==> src/rtl/regwrite_arbiter.sv <==
// rtl/regwrite_arbiter.sv - register-file write-port arbiter between control FSM (port 0) and exception unit (port 1)
module regwrite_arbiter #(
   parameter int DATA_W       = 32,
   parameter int STARVE_LIMIT = 4
) (
   input  logic              clk,
   input  logic              reset,
   input  logic              req0_valid,
   input  logic [2:0]        req0_op,
   input  logic [DATA_W-1:0] req0_data0,
   input  logic [DATA_W-1:0] req0_data1,
   output logic              req0_ready,
   input  logic              req1_valid,
   input  logic [2:0]        req1_op,
   input  logic [DATA_W-1:0] req1_data0,
   input  logic [DATA_W-1:0] req1_data1,
   output logic              req1_ready,
   output logic [2:0]        reg_dst,
   output logic              reg_write,
   output logic [DATA_W-1:0] wb_data,
   output logic              busy,
   output logic              done,
   output logic              done_port
);

   typedef enum logic [1:0] {IDLE, WR1, WR2, ND} state_t;

   localparam logic [2:0] OP_WR_RT   = 3'b000;
   localparam logic [2:0] OP_WR_RD   = 3'b001;
   localparam logic [2:0] OP_LINK    = 3'b010;
   localparam logic [2:0] OP_POP     = 3'b011;
   localparam logic [2:0] OP_SP      = 3'b100;
   localparam logic [2:0] OP_WR_K    = 3'b101;
   localparam logic [2:0] OP_LINK_SP = 3'b110;
   localparam logic [2:0] OP_NOP     = 3'b111;

   localparam logic [2:0] DST_RT = 3'b000;
   localparam logic [2:0] DST_RD = 3'b001;
   localparam logic [2:0] DST_RA = 3'b010;
   localparam logic [2:0] DST_SP = 3'b011;
   localparam logic [2:0] DST_K  = 3'b100;

   localparam logic [2:0] LIMIT = 3'(STARVE_LIMIT);

   state_t            state;
   logic [2:0]        starve_cnt;
   logic              two_write_q;
   logic [DATA_W-1:0] data1_q;
   logic              port_q;

   logic              in_idle;
   logic              starved;
   logic              grant0;
   logic              grant1;
   logic              accept;
   logic [2:0]        sel_op;
   logic [DATA_W-1:0] sel_data0;
   logic [DATA_W-1:0] sel_data1;

   function automatic logic [2:0] first_dst(input logic [2:0] op);
      case (op)
         OP_WR_RT:   return DST_RT;
         OP_WR_RD:   return DST_RD;
         OP_LINK:    return DST_RA;
         OP_POP:     return DST_RT;
         OP_SP:      return DST_SP;
         OP_WR_K:    return DST_K;
         OP_LINK_SP: return DST_RA;
         default:    return DST_RT;
      endcase
   endfunction

   // Port 1 normally wins; port 0 is forced through once it has waited LIMIT grants.
   always_comb begin
      in_idle    = reset && (state == IDLE);
      starved    = req0_valid && (starve_cnt == LIMIT);
      grant1     = in_idle && req1_valid && !starved;
      grant0     = in_idle && req0_valid && !grant1;
      accept     = grant0 || grant1;
      sel_op     = grant1 ? req1_op    : req0_op;
      sel_data0  = grant1 ? req1_data0 : req0_data0;
      sel_data1  = grant1 ? req1_data1 : req0_data1;
      req0_ready = grant0;
      req1_ready = grant1;
   end

   always_ff @(posedge clk) begin
      if (!reset) begin
         state       <= IDLE;
         reg_dst     <= DST_RT;
         reg_write   <= 1'b0;
         wb_data     <= '0;
         busy        <= 1'b0;
         done        <= 1'b0;
         done_port   <= 1'b0;
         starve_cnt  <= '0;
         two_write_q <= 1'b0;
         data1_q     <= '0;
         port_q      <= 1'b0;
      end else begin
         case (state)
            IDLE: begin
               reg_write <= 1'b0;
               done      <= 1'b0;
               if (grant0 || !req0_valid)
                  starve_cnt <= '0;
               else if (grant1 && starve_cnt != LIMIT)
                  starve_cnt <= starve_cnt + 3'd1;
               if (accept) begin
                  two_write_q <= (sel_op == OP_POP) || (sel_op == OP_LINK_SP);
                  data1_q     <= sel_data1;
                  port_q      <= grant1;
                  busy        <= 1'b1;
                  if (sel_op == OP_NOP) begin
                     state     <= ND;
                     done      <= 1'b1;
                     done_port <= grant1;
                  end else begin
                     state     <= WR1;
                     reg_write <= 1'b1;
                     reg_dst   <= first_dst(sel_op);
                     wb_data   <= sel_data0;
                     if (!((sel_op == OP_POP) || (sel_op == OP_LINK_SP))) begin
                        done      <= 1'b1;
                        done_port <= grant1;
                     end
                  end
               end
            end
            WR1: begin
               if (two_write_q) begin
                  state     <= WR2;
                  reg_dst   <= DST_SP;
                  wb_data   <= data1_q;
                  done      <= 1'b1;
                  done_port <= port_q;
               end else begin
                  state     <= IDLE;
                  reg_write <= 1'b0;
                  done      <= 1'b0;
                  busy      <= 1'b0;
               end
            end
            default: begin
               state     <= IDLE;
               reg_write <= 1'b0;
               done      <= 1'b0;
               busy      <= 1'b0;
            end
         endcase
      end
   end

endmodule

==> config.mk <==
export PLATFORM = sky130hd
export DESIGN_NAME = regwrite_arbiter
export DESIGN_NICKNAME = d
export VERILOG_FILES = /design/src/rtl/regwrite_arbiter.sv
export SDC_FILE = /design/constraint.sdc
export NUM_CORES = 1
export LEC_CHECK = 0
export BUFFER_PORTS_ARGS = -buffer_cell sky130_fd_sc_hd__clkbuf_2
export CORE_MARGIN = 2
export CORE_UTILIZATION = 52
export DETAILED_ROUTE_END_ITERATION = 8
export PLACE_DENSITY_LB_ADDON = 0.08
export SLEW_MARGIN = 20
export SYNTH_ARGS = -nofsm -noshare
export SYNTH_HDL_FRONTEND = slang
export SYNTH_SLANG_ARGS = --single-unit
==> constraint.sdc <==
create_clock -name clk -period 2.85 [get_ports clk]
set_input_delay 0 -clock clk [delete_from_list [all_inputs] [get_ports clk]]
set_output_delay 0 -clock clk [all_outputs]
set_load 0.01 [all_outputs]
==> results of run 1 <==
[through the flow]
stage | area, sq um | total power [mW]
after floorplan | 4240 | 1.71
after global placement | 5060 | 1.92
after detailed placement | 5060 | 1.93
after CTS | 5910 | 2.86
after global routing | 5910 | 3.00
final | 5910 | 2.85
[worst register-to-register path: cells and delay by family, from the launching register on]
kind / cells / cell delay [ns]
compound gates: 1 / 0.29
fa+ha+maj: 1 / 0.18
buf+inv: 4 / 1.44
flops: 1 / 0.34
simple gates: 3 / 0.40
[cell families (layout without fill, tap and decap cells)]
group,after synthesis,after routing,synth area share [%]
AOI/OAI and AO/OA,154,154,33.0
xor gates and xnor gates,2,2,0.413
adders and majority gates,2,2,0.590
buffers and inverters,53,275,7.73
DFF,78,78,36.8
muxes,35,35,8.29
and+or+nand+nor,129,129,13.1
[worst max path at each step]
stage / startpoint / end / slack [ns] / depth (start not counted)
2_1_floorplan: starve_cnt[0]$_SDFFE_PN0P_ / wb_data[28]$_SDFFE_PN0P_ / 1.12 / 8
3_3_place_gp: state[1]$_SDFFE_PN0P_ / wb_data[27]$_SDFFE_PN0P_ / 0.77 / 6
3_5_place_dp: state[1]$_SDFFE_PN0P_ / wb_data[26]$_SDFFE_PN0P_ / 0.70 / 6
4_1_cts: starve_cnt[0]$_SDFFE_PN0P_ / data1_q[20]$_SDFFE_PN0P_ / 0.22 / 9
5_1_grt: starve_cnt[1]$_SDFFE_PN0P_ / data1_q[21]$_SDFFE_PN0P_ / 0.003 / 9
6_report: starve_cnt[0]$_SDFFE_PN0P_ / data1_q[17]$_SDFFE_PN0P_ / 0.14 / 9
[sequential cells by signal, summed over array words and instances, names as in the netlist]
register,flops
done_port,1
done,1
wb_data,32
reg_dst,3
data1_q,32
reg_write,1
state,2
busy,1
port_q,1
two_write_q,1
starve_cnt,3
[placed cells by master, fill, tap and decap left out, types with 2 or more instances in the layout]
cell	n
sky130_fd_sc_hd__xor2_1	2
sky130_fd_sc_hd__a2111oi_0	2
sky130_fd_sc_hd__a311oi_1	33
sky130_fd_sc_hd__nor2_1	39
sky130_fd_sc_hd__inv_1	4
sky130_fd_sc_hd__dfxtp_1	78
sky130_fd_sc_hd__nand3_1	3
sky130_fd_sc_hd__a2111oi_2	30
sky130_fd_sc_hd__ha_1	2
sky130_fd_sc_hd__nand2_1	72
sky130_fd_sc_hd__buf_4	8
sky130_fd_sc_hd__a31o_2	4
sky130_fd_sc_hd__buf_12	2
sky130_fd_sc_hd__o21ai_0	37
sky130_fd_sc_hd__nor3b_1	2
sky130_fd_sc_hd__dlygate4sd3_1	65
sky130_fd_sc_hd__inv_2	2
sky130_fd_sc_hd__nor3_1	2
sky130_fd_sc_hd__a31o_1	30
sky130_fd_sc_hd__mux2i_1	34
sky130_fd_sc_hd__clkbuf_2	178
sky130_fd_sc_hd__a211oi_1	2
sky130_fd_sc_hd__clkbuf_8	10
sky130_fd_sc_hd__clkinvlp_4	2
sky130_fd_sc_hd__o211ai_1	2
sky130_fd_sc_hd__a21oi_1	5
sky130_fd_sc_hd__a32oi_1	2
[metal layers]
layer	wire, um	share of wire, %	vias up
li1	-	-	2166
met1	5110	41	2034
met2	6000	48	194
met3	950	7.6	36
met4	398	3.2	0
met5	0	0	-
[power by group]
group	switching, mW	total [mW]	internal [mW]
Clock	0.408	0.837	0.429
Sequential	0.0592	1.25	1.19
Combinational	0.403	0.762	0.359
Total	0.870	2.85	1.98
[layout make-up]
class / instances / area [sq um] / area share, %
Multi-Input combinational cell: 322 / 2360 / 39.9
Sequential cell: 78 / 1560 / 26.4
Timing Repair Buffer: 253 / 1640 / 27.8
Tap cell: 102 / 128 / 2.16
Clock inverter: 5 / 58.8 / 0.994
Clock buffer: 11 / 141 / 2.39
Inverter: 6 / 22.5 / 0.381
==> metrics.sh, run 1 <==
OUTCOME='completed'
GRT_FIRST_PASS_WIRELENGTH_MM=19.5
FIN_CELLS=777
BUFFER_PORTS.INSERTED=178
SYNTH_AREA_LEADER_CELL='sky130_fd_sc_hd__dfxtp_1'
BUSIEST_LAYER='met2'
SLEW-LIMIT-HEADROOM_PCT=58.9
YOSYSTOPAREACELLSHARE_PCT=36.8
PATH_MAX_FANOUT=30
PRECTSSETUPSLACK_NS=0.698
POWER.DENSITY_nW_PER_UM2=482
POWER.LEAKAGE_nW=2.72
DP_HPWL_MM=8.13
GRT.MET1_USAGE_PCT=35.4
CLOCK_SKEW_NS=0.0115
MAX_CLOCK_FREQ_GHz=0.369
WL_PER_CELL_UM=16.0
DRT_PRE_ANTENNA_ITERS=4
SYNTH_SEQ_CELLS=78
POST_SYNTH_MAIN_AREA_CONTRIBUTORS='sky130_fd_sc_hd__dfxtp_1 (37%), sky130_fd_sc_hd__a2111oi_2 (11%), sky130_fd_sc_hd__mux2i_1 (8.0%)'
SYNTH_TOP_CELLS_BY_COUNT='sky130_fd_sc_hd__dfxtp_1 (78), sky130_fd_sc_hd__nand2_1 (72), sky130_fd_sc_hd__nor2_1 (39)'
FINALWORSTSETUPSLACK_NS=0.142
GLOBAL_ROUTE.OVERFLOW_TOTAL=0
PLACE_CONGESTION=0.899
INITIAL_CORE_UTIL_PCT=54.3
YS_ASYNC_SR_FRACTION_PCT=0
DIE_FOOTPRINT_SQ_UM=8890
CRITICAL_PATH.CELL_CHAIN='inv_1 > ha_1 > nand3_1 > nand2b_4 > inv_2 > buf_4 > nand2_1 > a311oi_1 > dlygate4sd3_1'
TIGHTEST_SLEW_NS=0.615
NUMBER_OF_BUFFERS_INSERTED_TO_REPAIR_SETUP_AFTER_CTS=0
VIAS_IN_THE_FIRST_GLOBAL_ROUTE=4170
FILL_CELLS=579
GRT_ANTENNA_BEFORE_REPAIR=0
SYNTH-EDFF-COUNT=0
DIE-HEIGHT_UM=94.3
WORST-ENDPOINT-ARRIVAL_NS=3.01
FIN_WORST_HOLD_SLACK_NS=0.0273
SYNTH_FF_TYPE='sky130_fd_sc_hd__dfxtp_1'
CLK-INSERTION-DELAY-LATE_NS=0.35
CTS-ROOT-TO-SINK-BUFFERS=2
WORSTPATHBUFFERINVERTERCOUNT=4
TIMING.HOLD.WORST.CLASS='in2reg'
POSTLAYOUTCOREUTIL_PCT=75.7
CRIT_FAMILY='buffers and inverters'
SYN_NETS=593
R2R-END='data1_q[17]$_SDFFE_PN0P_'
CTS_REPAIR_RESIZE_COUNT=0
DRV_SLEW=0
HOLD_PATH_START='req1_op[0]'
TIMING.CRITICAL_PATH.TO_TYPE='flip-flop'
SYNTH.YOSYS.WARNINGS=0
YOSYS.CELL_COUNT.TOP_TYPE='sky130_fd_sc_hd__dfxtp_1'
SYNTHESIZED_AREA_DIVIDED_BY_SYNTHESIZED_CELL_COUNT_SQ_UM=9.36
SETUP_VIOL=0
CPPEAKSTAGEDELAY_NS=0.60
R2R_CELLS=9
NETLIST-CELL-TYPE-COUNT=46
TIMING.REG2REG.SETUP_SLACK_NS=0.14
GROUTE.LAYER.MET3.USAGE_PCT=4.57
YOSYSSEQAREASHARE_PCT=36.8
MET2_USAGE_PCT=46.5
HOLD_VIOL_FINAL=0
WORST_IR_DROP_VDD_mV=0.483
PLACED_CELLS_INCL_TAPS=696
POSTSYNTHCELLCOUNT=453
VIAS=4430
GRTUSAGETOTAL_PCT=28.0
CLOCK_SINK_COUNT=78
FINAL.PERIOD_UTILIZATION_PCT=95.0
WORST-SETUP-PATH-TYPE='reg2reg'
GRT_SETUP_UNREPAIRED='false'
WHS_ENDPOINT='reg_dst[1]$_SDFFE_PN0P_'
SYNTHTOLAYOUTAREAGROWTH_PCT=39.5
MAX_CAP_VIOLATIONS=0
POST_ROUTE_CELLS_DRIVE_ABOVE_1_SHARE_PCT=36.9
HOLD-PATH-CELL-COUNT=4
CRITICAL_PATH_REQUIRED_NS=3.15
DRCVIOLATIONCOUNT=0
CHIPWIDTH_UM=94.3
TRITONCTS.NUM_BUFFERS=9
DETAILED_ROUTE_ITER0_VIOLATIONS=274
FINAL_NET_COUNT=810
CTS_TREE='built'
HOLD_BUFFERS=65
STARTPOINT_TYPE='flip-flop'
CTS.CLK_SLEW.WORST_PATHS_NS=0.08
CORE_REGION_AREA_SQ_UM=7810
CLOCK-ROOT-BUFFER='sky130_fd_sc_hd__clkbuf_8'
SETUP_TOTAL_NEGATIVE_SLACK_NS=0
IOS=179
FP_ROWS=32
SYNTHESIS.AREA_SQ_UM=4240
CTS_HTREE_LEVELS=3
PERIOD_NEEDED_NS=2.71
CRITICAL-PATH-SLOWEST-CELL='sky130_fd_sc_hd__dlygate4sd3_1'
ANT_NETS=0
GRT_START_MAX_NET_PINS=58
DETAIL_ROUTE.WIRELENGTH_MM=12.5
CRITICAL_PATH.REG2REG.STARTPOINT='starve_cnt[0]$_SDFFE_PN0P_'
INSERTEDDIODECOUNT=0
ROUTED_VIA_DENSITY=5.70
Power figures use the tool's default switching activity.
==> run 2: changes to the inputs <==
--- a/config.mk
+++ b/config.mk
@@ -6,6 +6,7 @@
 export NUM_CORES = 1
 export LEC_CHECK = 0
 export BUFFER_PORTS_ARGS = -buffer_cell sky130_fd_sc_hd__clkbuf_2
+export CORE_ASPECT_RATIO = 0.9
 export CORE_MARGIN = 2
 export CORE_UTILIZATION = 52
 export DETAILED_ROUTE_END_ITERATION = 8
==> run 2 against run 1 <==
Compared with the run above:
- flip-flop and latch count unchanged
- highest routed layer unchanged
- sequential power is essentially flat
- global-route usage increased by 0.43 points
==> metrics.sh, run 2 (same netlist as run 1, synthesis figures left out) <==
OUTCOME='completed'
HOLD_VIOL_FINAL=0  # unchanged
VIAS_IN_THE_FIRST_GLOBAL_ROUTE=4272  # +2.4%
DETAIL_ROUTE.WIRELENGTH_MM=12.8  # +3.0%
GRT_SETUP_UNREPAIRED='false'
IOS=179  # unchanged
CLOCK_SKEW_NS=0.00935  # -0.00220 ns
POWER.LEAKAGE_nW=2.76  # +1.3%
ANT_NETS=0  # unchanged
FINAL.PERIOD_UTILIZATION_PCT=92.7  # -2.3 points
WORST-ENDPOINT-ARRIVAL_NS=2.93  # -0.08 ns
PRECTSSETUPSLACK_NS=0.600  # -0.0983 ns
SEQUENTIAL_CELL_AREA_SQ_UM=1560  # unchanged
R2R-END='data1_q[19]$_SDFFE_PN0P_'
TRITONCTS.NUM_BUFFERS=9  # unchanged
PLACE_CONGESTION=0.900  # +0.11%
SETUP_VIOL=0  # unchanged
BUFFER_PORTS.INSERTED=178  # unchanged
CTS-ROOT-TO-SINK-BUFFERS=2  # unchanged
GRTUSAGETOTAL_PCT=28.5  # +0.43 points
CPPEAKSTAGEDELAY_NS=0.61  # about the same
INITIAL_CORE_UTIL_PCT=53.1  # -1.2 points
SETUP_TOTAL_NEGATIVE_SLACK_NS=0  # unchanged
GLOBAL_ROUTE.OVERFLOW_TOTAL=0  # unchanged
SYNTHTOLAYOUTAREAGROWTH_PCT=41.1
PLACED_CELLS_INCL_TAPS=692  # -0.57%
WL_PER_CELL_UM=16.5  # +2.7%
AREA_OF_THE_MULTI_INPUT_GATES_SQ_UM=2360  # unchanged
POST_ROUTE_CELLS_DRIVE_ABOVE_1_SHARE_PCT=37.4  # +0.46 points
INSERTEDDIODECOUNT=0  # unchanged
TIMING.CRITICAL_PATH.TO_TYPE='flip-flop'
DRT_PRE_ANTENNA_ITERS=5  # +1
ROUTED_VIA_DENSITY=5.77  # +1.3%
HIGHEST_COUNT_CELLS_IN_THE_LAYOUT_IGNORING_FILL_AND_TAPS='sky130_fd_sc_hd__clkbuf_2 (178), sky130_fd_sc_hd__dfxtp_1 (78), sky130_fd_sc_hd__nand2_1 (72)'
TIMING.REG2REG.SETUP_SLACK_NS=0.21  # +0.06 ns
FIN_CELLS=779  # +0.26%
MOST_COMMON_CELL_AFTER_LAYOUT_FILL_AND_TAPS_ASIDE='sky130_fd_sc_hd__clkbuf_2'
WHS_ENDPOINT='reg_dst[1]$_SDFFE_PN0P_'
TIGHTEST_SLEW_NS=0.774  # +0.159 ns
WORST-SETUP-PATH-TYPE='reg2reg'
CRITICAL_PATH.CELL_CHAIN='nand4bb_1 > nand2b_4 > clkinv_2 > buf_4 > nand2_1 > a311oi_1 > dlygate4sd3_1'
LARGESTREGISTERS='data1_q x32, wb_data x32'
TIMING.HOLD.WORST.CLASS='in2reg'
CLOCK_SINK_COUNT=78  # unchanged
FIN_TOTAL_PWR_mW=2.90  # +1.9%
CLK-INSERTION-DELAY-LATE_NS=0.35  # about the same
MAX_CAP_VIOLATIONS=0  # unchanged
CRITICAL_PATH.REG2REG.STARTPOINT='state[1]$_SDFFE_PN0P_'
FINAL_NET_COUNT=815  # +0.62%
DIE-HEIGHT_UM=89.7  # -4.9%
HOLD_PATH_START='req1_op[0]'
DIE_FOOTPRINT_SQ_UM=8890  # about the same
VIAS=4497  # +1.5%
GRT_START_MAX_NET_PINS=69  # +19%
CTS.CLK_SLEW.WORST_PATHS_NS=0.08  # about the same
SLEW-LIMIT-HEADROOM_PCT=48.2  # -11 points
GRT_FIRST_PASS_WIRELENGTH_MM=20.2  # +3.7%
CTS_TREE='built'
DETAILED_ROUTE_ITER0_VIOLATIONS=254  # -7.3%
CHIPWIDTH_UM=99.2  # +5.2%
CLOCK-ROOT-BUFFER='sky130_fd_sc_hd__clkbuf_8'
CRITICAL_PATH_REQUIRED_NS=3.14  # about the same
GRT_ANTENNA_BEFORE_REPAIR=0  # unchanged
DRV_SLEW=0  # unchanged
PERIOD_NEEDED_NS=2.64  # -0.0648 ns
R2R_CELLS=7  # -2
CORE_REGION_AREA_SQ_UM=7990  # +2.3%
MAX_CLOCK_FREQ_GHz=0.378  # +2.5%
CTS_HTREE_LEVELS=3  # unchanged
DP_HPWL_MM=8.03  # -1.2%
STARTPOINT_TYPE='flip-flop'
CRITICAL-PATH-SLOWEST-CELL='sky130_fd_sc_hd__dlygate4sd3_1'
WORST_IR_DROP_VDD_mV=0.350  # -27%
FP_ROWS=31  # -3.1%
PATH_MAX_FANOUT=24  # -20%
FINALWORSTSETUPSLACK_NS=0.207  # +0.0648 ns
HOLD-PATH-CELL-COUNT=4  # unchanged
DRCVIOLATIONCOUNT=0  # unchanged
FILL_CELLS=606  # +4.7%
POWER.DENSITY_nW_PER_UM2=485  # +0.73%
[run 2: timing repair]
action,CTS,global route
hold buffers,66,0
buffers inserted,0,5
endpoints found under the setup margin,0,3
resized for setup,0,1
hold endpoints to repair,34,0
[run 2: area by class of cell]
type / count / share of cell area, %
clock inverter: 5 / 0.962
timing repair buffer: 258 / 28.5
tap: 99 / 2.07
multi-input combinational: 322 / 39.4
clock buffer: 11 / 2.53
inverter: 6 / 0.397
sequential: 78 / 26.1
[run 2: metal layers]
metal,part of all wire [%],GRT usage (%)
met1,43,35.5
met2,48,48.5
met3,7.4,7.35
met4,1.6,10.1
met5,0,0
[run 2: metrics by stage]
step                utilization, %  hold slack (ns)  area [sq um]
floorplan                        -            0.159          4240
global placement              63.4            0.251          5060
detailed placement            63.4            0.252          5060
CTS                           74.3           0.0439          5930
global route                  74.9           0.0554          5980
finish                        74.9           0.0536          5980
[run 2: how the worst max path moves through the flow]
stage          cells after the start                  endpoint                        from  slack [ns]
5_1_grt                            9  data1_q[19]$_SDFFE_PN0P_  starve_cnt[0]$_SDFFE_PN0P_        0.05
3_5_place_dp                       5  wb_data[26]$_SDFFE_PN0P_       state[1]$_SDFFE_PN0P_        0.60
3_3_place_gp                       5  wb_data[25]$_SDFFE_PN0P_       state[1]$_SDFFE_PN0P_        0.67
4_1_cts                            7  data1_q[23]$_SDFFE_PN0P_       state[1]$_SDFFE_PN0P_        0.24
6_report                           7  data1_q[19]$_SDFFE_PN0P_       state[1]$_SDFFE_PN0P_        0.21
2_1_floorplan                      8  wb_data[28]$_SDFFE_PN0P_  starve_cnt[0]$_SDFFE_PN0P_        1.12
[run 2: power by group]
group	switching (mW)	internal [mW]
clock	0.419	0.451
sequential	0.0583	1.19
combinational	0.413	0.372
[run 2: critical path, delay by kind of cell, from the launching register on]
kind / cells / cell delay, ns
buffers and inverters: 3 / 1.23
flip-flops: 1 / 0.38
AO/OA/AOI/OAI: 1 / 0.34
AND/OR/NAND/NOR: 3 / 0.62
